<file path="config.mk">
export PLATFORM = sky130hd
export DESIGN_NAME = sn74hc595_drv
export DESIGN_NICKNAME = d
export VERILOG_FILES = /design/src/rtl/sn74hc595_pkg.sv /design/src/rtl/sn74hc595_drv_div_tick.sv /design/src/rtl/sn74hc595_drv.sv
export SDC_FILE = /design/constraint.sdc
export NUM_CORES = 1
export LEC_CHECK = 0
export ABC_AREA = 1
export BUFFER_PORTS_ARGS = -buffer_cell sky130_fd_sc_hd__buf_2
export CAP_MARGIN = 20
export CORE_AREA = 2 2 70 59
export DETAILED_ROUTE_END_ITERATION = 7
export DIE_AREA = 0 0 72 61
export PLACE_DENSITY = 0.75
export SLEW_MARGIN = 20
export SYNTH_ARGS = -nofsm -noshare
export SYNTH_HDL_FRONTEND = slang
export SYNTH_HIERARCHICAL = 1
export SYNTH_SLANG_ARGS = --single-unit
</file>
<file path="constraint.sdc">
create_clock -name MCLK -period 1.66 [get_ports MCLK]
set_input_delay 0.166 -clock MCLK [delete_from_list [all_inputs] [get_ports MCLK]]
set_output_delay 0.166 -clock MCLK [all_outputs]
set_load 0.02 [all_outputs]
</file>
<file path="src/rtl/sn74hc595_pkg.sv">
`default_nettype none
// +--------------------------------------------------------------------------+
// | Module      : sn74hc595_pkg                                              |
// | Description : Shared definitions for the 74HC595 chain writer: the       |
// |               one-hot FSM state encoding and a counter-width helper.     |
// | Revision    : 1.0 - initial release                                      |
// +--------------------------------------------------------------------------+
package sn74hc595_pkg;

  // One-hot transfer states
  typedef enum logic [4:0] {
    ST_IDLE  = 5'b00001,
    ST_SH_LO = 5'b00010,
    ST_SH_HI = 5'b00100,
    ST_LATCH = 5'b01000,
    ST_GAP   = 5'b10000
  } state_t;

  // Bits needed for a counter that runs 0..n-1 (at least one bit).
  function automatic int cnt_w(input int n);
    return (n <= 1) ? 1 : $clog2(n);
  endfunction

endpackage
`default_nettype wire

</file>
<file path="src/rtl/sn74hc595_drv_div_tick.sv">
`default_nettype none
// +--------------------------------------------------------------------------+
// | Module      : div_tick                                                   |
// | Description : Modulo-DIV clock-enable divider. Counts MCLK cycles and    |
// |               flags the terminal count (DIV-1) on tick.                  |
// | Ports       : MCLK   - system clock                                      |
// |               nRESET - async active-low reset                            |
// |               clr    - hold/restart the count at 0                       |
// |               tick   - high while count == DIV-1                         |
// | Revision    : 1.0 - initial release                                      |
// +--------------------------------------------------------------------------+
module div_tick
  import sn74hc595_pkg::*;
#(
  parameter int DIV = 16
) (
  input  logic MCLK,
  input  logic nRESET,
  input  logic clr,
  output logic tick
);

  localparam int            CW       = cnt_w(DIV);
  localparam logic [CW-1:0] LAST_CNT = CW'(DIV - 1);

  logic [CW-1:0] cnt_q;

  // The count wraps on its own terminal count, so consecutive phases of
  // equal length need no explicit clear from the FSM.
  always_ff @(posedge MCLK or negedge nRESET) begin
    if (!nRESET) begin
      cnt_q <= '0;
    end else if (clr || tick) begin
      cnt_q <= '0;
    end else begin
      cnt_q <= cnt_q + 1'b1;
    end
  end

  assign tick = (cnt_q == LAST_CNT);

endmodule
`default_nettype wire

</file>
<file path="src/rtl/sn74hc595_drv.sv">
`default_nettype none
// +--------------------------------------------------------------------------+
// | Module      : sn74hc595_drv                                              |
// | Description : Serial writer for a daisy chain of 74HC595 shift           |
// |               registers. Shifts a WIDTH-bit word out MSB first on        |
// |               SER/SRCLK, then pulses RCLK to latch it. Slow interface    |
// |               timing comes from a clock-enable divider on MCLK.          |
// | Ports       : MCLK, nRESET     - clock, async active-low reset           |
// |               D, START         - word to send, transfer request          |
// |               BUSY, DONE       - transfer in progress, latched pulse     |
// |               SER, SRCLK, RCLK - 595 data, shift clock, storage clock   |
// |               nOE              - 595 output enable (active-low)          |
// | Revision    : 1.0 - initial release                                      |
// +--------------------------------------------------------------------------+
module sn74hc595_drv
  import sn74hc595_pkg::*;
#(
  parameter int WIDTH = 16,
  parameter int DIV   = 16
) (
  input  logic             MCLK,
  input  logic             nRESET,
  input  logic [WIDTH-1:0] D,
  input  logic             START,
  output logic             BUSY,
  output logic             DONE,
  output logic             SER,
  output logic             SRCLK,
  output logic             RCLK,
  output logic             nOE
);

  localparam int             BCW      = cnt_w(WIDTH);
  localparam logic [BCW-1:0] LAST_BIT = BCW'(WIDTH - 1);

  state_t             state_q;
  // The current MSB lives in ser_q, so the shift register only holds the
  // WIDTH-1 bits still waiting to go out.
  logic [WIDTH-2:0]   shreg_q;
  logic [BCW-1:0]     bitcnt_q;
  logic               busy_q;
  logic               done_q;
  logic               ser_q;
  logic               srclk_q;
  logic               rclk_q;
  logic               noe_q;

  logic               tick;
  logic               div_clr;

  // Divider idles at 0 so the first SH_LO phase starts with a full count;
  // every later state change happens on tick, which restarts the count.
  assign div_clr = (state_q == ST_IDLE);

  div_tick #(
    .DIV (DIV)
  ) u_div (
    .MCLK   (MCLK),
    .nRESET (nRESET),
    .clr    (div_clr),
    .tick   (tick)
  );

  always_ff @(posedge MCLK or negedge nRESET) begin
    if (!nRESET) begin
      state_q  <= ST_IDLE;
      shreg_q  <= '0;
      bitcnt_q <= '0;
      busy_q   <= 1'b0;
      done_q   <= 1'b0;
      ser_q    <= 1'b0;
      srclk_q  <= 1'b0;
      rclk_q   <= 1'b0;
      noe_q    <= 1'b1;
    end else begin
      done_q <= 1'b0;
      case (state_q)
        ST_IDLE: begin
          if (START) begin
            ser_q    <= D[WIDTH-1];
            shreg_q  <= D[WIDTH-2:0];
            bitcnt_q <= '0;
            busy_q   <= 1'b1;
            state_q  <= ST_SH_LO;
          end
        end
        ST_SH_LO: begin
          if (tick) begin
            srclk_q <= 1'b1;
            state_q <= ST_SH_HI;
          end
        end
        ST_SH_HI: begin
          if (tick) begin
            srclk_q <= 1'b0;
            if (bitcnt_q == LAST_BIT) begin
              // SER keeps the last bit (D[0]) until the next load
              rclk_q  <= 1'b1;
              state_q <= ST_LATCH;
            end else begin
              // SER only moves together with the SRCLK falling edge
              ser_q    <= shreg_q[WIDTH-2];
              shreg_q  <= {shreg_q[WIDTH-3:0], 1'b0};
              bitcnt_q <= bitcnt_q + 1'b1;
              state_q  <= ST_SH_LO;
            end
          end
        end
        ST_LATCH: begin
          if (tick) begin
            rclk_q  <= 1'b0;
            state_q <= ST_GAP;
          end
        end
        ST_GAP: begin
          if (tick) begin
            done_q  <= 1'b1;
            busy_q  <= 1'b0;
            noe_q   <= 1'b0;
            state_q <= ST_IDLE;
          end
        end
        default: begin
          state_q <= ST_IDLE;
          busy_q  <= 1'b0;
          srclk_q <= 1'b0;
          rclk_q  <= 1'b0;
        end
      endcase
    end
  end

  assign BUSY  = busy_q;
  assign DONE  = done_q;
  assign SER   = ser_q;
  assign SRCLK = srclk_q;
  assign RCLK  = rclk_q;
  assign nOE   = noe_q;

endmodule
`default_nettype wire

</file>
### Word-level counts from Yosys, hierarchy flattened

Cells that the tools add are included.

* output and inout port bits: 6
* register bits after elaboration: 34
* input bits: 19
* logic and storage cells: 70

* muxes and demuxes: 30
* bitwise logic cells: 3
* equal/unequal tests: 14
* reductions and logical operators: 11
* add/subtract/negate cells: 2

Operator list (number)
* 15-bit two-way mux: 3
* 15-bit one-hot mux with 2 select lines: 1
* 5-bit two-way mux: 5
* 5-bit one-hot mux with 5 select lines: 1
* 4-bit two-way mux: 5
* 1-bit two-way mux: 10
* 1-bit one-hot mux with 3 select lines: 3
* 3-bit OR reduction: 3
* 4-bit by 1-bit adder with 4-bit output (second input constant): 2
* 4-bit equality test (second input constant): 2
* 2-bit by 1-bit != test with 1-bit output (second input constant): 4
* 4-bit one-hot mux with 2 select lines: 1
* 4-bit AND reduction: 2
* 2-bit != test (second input constant): 3
* 3-bit AND reduction: 2
* 5-bit by 1-bit equality test with 1-bit output (second input constant): 1
* 5-bit by 2-bit equality test with 1-bit output (second input constant): 1
* 5-bit by 3-bit equality test with 1-bit output (second input constant): 1
* 5-bit by 4-bit equality test with 1-bit output (second input constant): 1
* 5-bit equality test (second input constant): 1
* 5-bit AND reduction: 1
* 1-bit inverter: 3
* 1-bit one-hot mux with 2 select lines: 1
* 2-bit AND reduction: 1
* other kinds (2): 2

### Logic depth before layout (Yosys ltp)

* depth after elaboration: 4
* gate-level depth with buffers: 11
* depth with buffers taken out: 10

### Cells and area by module

Netlist, hierarchy kept.

Modules (own cells, without submodules)
* sn74hc595_drv: times used 1, sequential area each 753.2 um^2, area an instance 1614.0 um^2, cells each 219
* div_tick: times used 1, sequential area each 100.1 um^2, area an instance 192.7 um^2, cells each 19

### Worst setup path after synthesis

Ideal clock, no wire load.

* path type: register -> register
* start: register u_div.cnt_q[0]
* end: register bitcnt_q[3]
* arrival: 1.494 ns
* period minus slack after synthesis: 1.560 ns
* slack: 0.100 ns
* stages on the path, launching flop included: 11
* cell sequence: dfrtp_1 > ha_1 > nand2_2 > nor2_1 > inv_1 > nand4_1 > nand2_1 > inv_1 > buf_2 > nand3_1 > nand2_1

* cells in the longest elaborated chain, start to end: 3

RTL lines
* start, declared: RTL line sn74hc595_drv_div_tick.sv:26 `logic [CW-1:0] cnt_q;`
* start signal, assigned: RTL line sn74hc595_drv_div_tick.sv:36 `cnt_q <= cnt_q + 1'b1;`
* 4-bit equality test: RTL line sn74hc595_drv_div_tick.sv:40 `assign tick = (cnt_q == LAST_CNT);`
* via tick: RTL line sn74hc595_drv.sv:48 `logic tick;`
* 2-bit by 1-bit != test with 1-bit output (no line)
* 4-bit AND reduction (no line)
* end signal, assigned: RTL line sn74hc595_drv.sv:104 `bitcnt_q <= bitcnt_q + 1'b1;`
* end, declared: RTL line sn74hc595_drv.sv:40 `logic [BCW-1:0] bitcnt_q;`

The timed path passes the listed nets, and every way through them passes these cells.
A chain may end at the register's enable or synchronous reset.

### Final worst setup path

* start: register state_q[0]
* end: register shreg_q[12]

* cells in the longest elaborated chain, start to end: 3
* elaborated cells between the ends (all ways): 8
* classes of those cells: 5 x eq/ne; 1 x mux; 2 x reduce/logical

RTL lines
* start, declared: RTL line sn74hc595_drv.sv:36 `state_t state_q;`
* start signal, assigned: RTL line sn74hc595_drv.sv:66 `state_q <= ST_IDLE;`
* start signal, assigned: RTL line sn74hc595_drv.sv:84 `state_q <= ST_SH_LO;`
* start signal, assigned: RTL line sn74hc595_drv.sv:90 `state_q <= ST_SH_HI;`
* 5-bit by 3-bit equality test with 1-bit output / 5-bit by 1-bit equality test with 1-bit output (equally long branches): RTL line sn74hc595_drv.sv:77 `case (state_q)`
* 2-bit != test (no line), or another cell as far along
* 4-bit AND reduction (no line)
* end signal, assigned: RTL line sn74hc595_drv.sv:81 `shreg_q <= D[WIDTH-2:0];`
* end signal, assigned: RTL line sn74hc595_drv.sv:103 `shreg_q <= {shreg_q[WIDTH-3:0], 1'b0};`
* end, declared: RTL line sn74hc595_drv.sv:39 `logic [WIDTH-2:0] shreg_q;`

Several ways; a longest one is shown, not always the timed one.

==> load_flow_metrics.sql <==
INSERT INTO impl_metrics (metric_group, metric, value, unit) VALUES
('status', 'run_status', 'completed', ''),
('pwr', 'ir_worst_vdd', '0.482', 'mV'),
('synth', 'ys_async_sr_fraction', '1.00', ''),
('sta', 'final_max_slew_viols', '0', ''),
('worst_setup_path', 'cp_data_arrival_time', '1.77', 'ns'),
('pwr', 'report.power.total', '1.50', 'mW'),
('sta', 'max_slew_margin', '0.720', ''),
('placement', 'dp_cells', '306', ''),
('sta', 'number_of_setup_violations_in_the_final_report', '0', ''),
('grt', 'grt_pass1_wl', '6150', 'um'),
('synth', 'synthesis.nets', '259', ''),
('floorplan', 'rows', '20', ''),
('clocking', 'clkSlewWorstSetupHoldPaths', '0.07', 'ns'),
('synth', 'yosys_warnings', '6', ''),
('placement', 'place_worst_setup_slack', '0.0103', 'ns'),
('route', 'post_drt_wl_per_cell', '11.6', 'um'),
('sta', 'timing.final.crit_share', '0.952', ''),
('synth', 'netlist_instances', '238', ''),
('sta', 'final_hold_violation_count', '0', ''),
('grt', 'initial_antenna_violation_count', '0', ''),
('worst_setup_path', 'crit_fanout', '20', ''),
('worst_setup_path', 'setup.worst_path.start_class', 'register', ''),
('grt', 'first_global_vias', '1407', ''),
('synth', 'yosys.cell_count.top_type', 'sky130_fd_sc_hd__nand2_1', ''),
('clocking', 'cts_tree', 'built', ''),
('grt', 'grt_start_max_net_pins', '35', ''),
('synth', 'synth.avg_cell_area', '7.59', 'um^2'),
('route', 'detail_route.drc_violations', '0', ''),
('placement', 'hpwl', '2490', 'um'),
('worst_setup_path', 'required', '1.85', 'ns'),
('floorplan', 'start_util', '0.491', ''),
('synth', 'post-synth-top-area-cell', 'sky130_fd_sc_hd__dfrtp_1', ''),
('synth', 'yosysSeqAreaShare', '0.472', ''),
('final_layout', 'final_util', '0.595', ''),
('route', 'drt_iter0_drc', '84', ''),
('final_layout', 'fin_nets', '299', ''),
('worst_setup_path', 'critical-path-max-stage-delay', '0.56', 'ns'),
('final_layout', 'drive_above_1_share', '0.229', ''),
('final_layout', 'finalInstanceArea', '2190', 'um^2'),
('sta', 'worstMarginPinSlew', '0.420', 'ns'),
('synth', 'area_share_of_the_largest_cell_type_after_synthesis', '0.443', ''),
('sta', 'max_clock_freq', '0.633', 'GHz'),
('synth', 'synth.top_cells.by_count', 'sky130_fd_sc_hd__nand2_1, sky130_fd_sc_hd__dfrtp_1, sky130_fd_sc_hd__nand3_1', ''),
('synth', 'flip_flop_and_latch_count_after_synthesis', '34', ''),
('placement', 'place.port_buffers', '24', ''),
('synth', 'yosys_most_used_dff', 'sky130_fd_sc_hd__dfrtp_1', ''),
('route', 'routed_wl', '3750', 'um'),
('floorplan', 'ports_placed_on_the_boundary', '25', ''),
('grt', 'grt_util_all_layers', '0.189', ''),
('synth', 'synth-edff-count', '0', ''),
('pwr', 'power_dens_cells', '684', 'nW/um^2'),
('floorplan', 'die_y', '61', 'um'),
('run', 'max-cap-violations', '0', ''),
('final_layout', 'fin_cells', '323', ''),
('worst_setup_path', 'path_cells', 'inv_1 -> nor2_1 -> nand4_1 -> nand2_2 -> inv_4 -> buf_12 -> nand3_1 -> nand2_1', ''),
('placement', 'routabilityCongestion', '0.914', ''),
('placement', 'place_area', '1980', 'um^2'),
('sta', 'totalNegativeSetupSlack', '0', 'ns'),
('synth', 'post_synth_main_area_contributors', 'sky130_fd_sc_hd__dfrtp_1, sky130_fd_sc_hd__nand2_1, sky130_fd_sc_hd__nand3_1', ''),
('pwr', 'reported_leakage_power', '1.23', 'nW'),
('sta', 'clock_skew', '0.00839', 'ns'),
('worst_setup_path', 'criticalPathCategory', 'register to register', ''),
('clocking', 'clock_tree.htree_level_count', '2', ''),
('clocking', 'clkSinkCount', '34', ''),
('worst_setup_path', 'critPathSlowestCell', 'sky130_fd_sc_hd__dfstp_2', ''),
('clocking', 'clk_path_buf_depth', '2', ''),
('floorplan', 'die_area', '4390', 'um^2'),
('sta', 'worst_hold_slack', '0.186', 'ns'),
('final_layout', 'antenna-diode-count', '0', ''),
('synth', 'mappedNetlistArea', '1810', 'um^2'),
('route', 'detailroute.via_count', '1582', '');
routing by layer:
metal	share of wire	global-route usage	vias to the layer above
li1	-	-	828
met1	0.48	0.234	707
met2	0.45	0.311	42
met3	0.064	0.0698	5
met4	0.014	0.0647	0
met5	0	0	-
report_power, final:
part	switching (mW)	internal [mW]
combinational	0.0207	0.0178
sequential	0	0.829
clock	0.296	0.334
cell type report:
cell class	count	area [um^2]
inverter	19	73.8
multi-input combinational	178	852
fill	345	1490
clock inverter	1	5.00
tap	44	55.1
clock buffer	7	86.3
timing repair buffer	40	263
sequential	34	853
sequential cells by signal, summed over array words and instances, names as in the netlist:
name	flops
BUSY	1
DONE	1
RCLK	1
SER	1
SRCLK	1
bitcnt_q	4
nOE	1
shreg_q	15
state_q	5
u_div/cnt_q	4
what timing repair did:
| item | in CTS | in global routing |
|---|---|---|
| pin swaps | 0 | 7 |
| setup buffers | 0 | 7 |
| hold buffers | 1 | 0 |
| resized for setup | 1 | 12 |
| setup endpoints to repair | 6 | 23 |
| hold endpoints to repair | 32 | 0 |
| cloned | 0 | 1 |
path summary, 6_finish.rpt:
check                           start           to  cells past startpoint  slack, ns
min in group asynchronous      nRESET   state_q[1]                      3       0.42
max in group asynchronous      nRESET   state_q[0]                      3       0.91
setup / recovery           state_q[0]  shreg_q[12]                      8       0.08
setup reg to reg           state_q[0]  shreg_q[12]                      8       0.08
hold / removal                   D[0]   shreg_q[0]                      4       0.19
hold reg to reg                   nOE          nOE                      2       0.44
logic make-up (layout without fill, tap and decap cells):
logic type	count (synthesis)	after routing	synth area share
AOI/OAI and AO/OA	6	6	0.0312
adders and majority gates	2	2	0.0138
and+or+nand+nor	168	169	0.407
xor gates and xnor gates	1	1	0.00485
DFF	34	34	0.472
buffers and inverters	27	67	0.0713
tightest hold or removal path: stages:
cell and delay [ns]:
sky130_fd_sc_hd__buf_2 0.09, sky130_fd_sc_hd__nand2_1 0.04, sky130_fd_sc_hd__nand3b_1 0.09, sky130_fd_sc_hd__nand2_1 0.05
placed cells by master (no fill, tap or decap):
master / count
sky130_fd_sc_hd__nand4_1: 4
sky130_fd_sc_hd__o21ai_0: 1
sky130_fd_sc_hd__a31oi_1: 1
sky130_fd_sc_hd__ha_1: 2
sky130_fd_sc_hd__a21oi_1: 1
sky130_fd_sc_hd__nor2_2: 2
sky130_fd_sc_hd__dfstp_2: 2
sky130_fd_sc_hd__clkinv_2: 1
sky130_fd_sc_hd__buf_12: 1
sky130_fd_sc_hd__nor2_4: 2
sky130_fd_sc_hd__buf_8: 1
sky130_fd_sc_hd__o21ai_1: 1
sky130_fd_sc_hd__dlygate4sd3_1: 1
sky130_fd_sc_hd__inv_4: 1
sky130_fd_sc_hd__o21bai_4: 1
sky130_fd_sc_hd__buf_4: 13
sky130_fd_sc_hd__inv_2: 3
sky130_fd_sc_hd__o21ai_4: 1
sky130_fd_sc_hd__nand2_2: 2
sky130_fd_sc_hd__nand3_2: 1
sky130_fd_sc_hd__clkbuf_8: 6
sky130_fd_sc_hd__nor3b_1: 1
sky130_fd_sc_hd__buf_2: 24
sky130_fd_sc_hd__nand3b_1: 3
sky130_fd_sc_hd__clkbuf_1: 1
sky130_fd_sc_hd__clkinv_1: 1
sky130_fd_sc_hd__nor3_1: 1
sky130_fd_sc_hd__inv_1: 14
sky130_fd_sc_hd__nand3_1: 26
sky130_fd_sc_hd__nand3_4: 1
sky130_fd_sc_hd__nand2_8: 1
sky130_fd_sc_hd__nand2_4: 1
sky130_fd_sc_hd__nand2_1: 108
sky130_fd_sc_hd__dfrtp_1: 32
sky130_fd_sc_hd__xor2_1: 1
sky130_fd_sc_hd__nor2_1: 16
(Power assumes the default switching activity.)
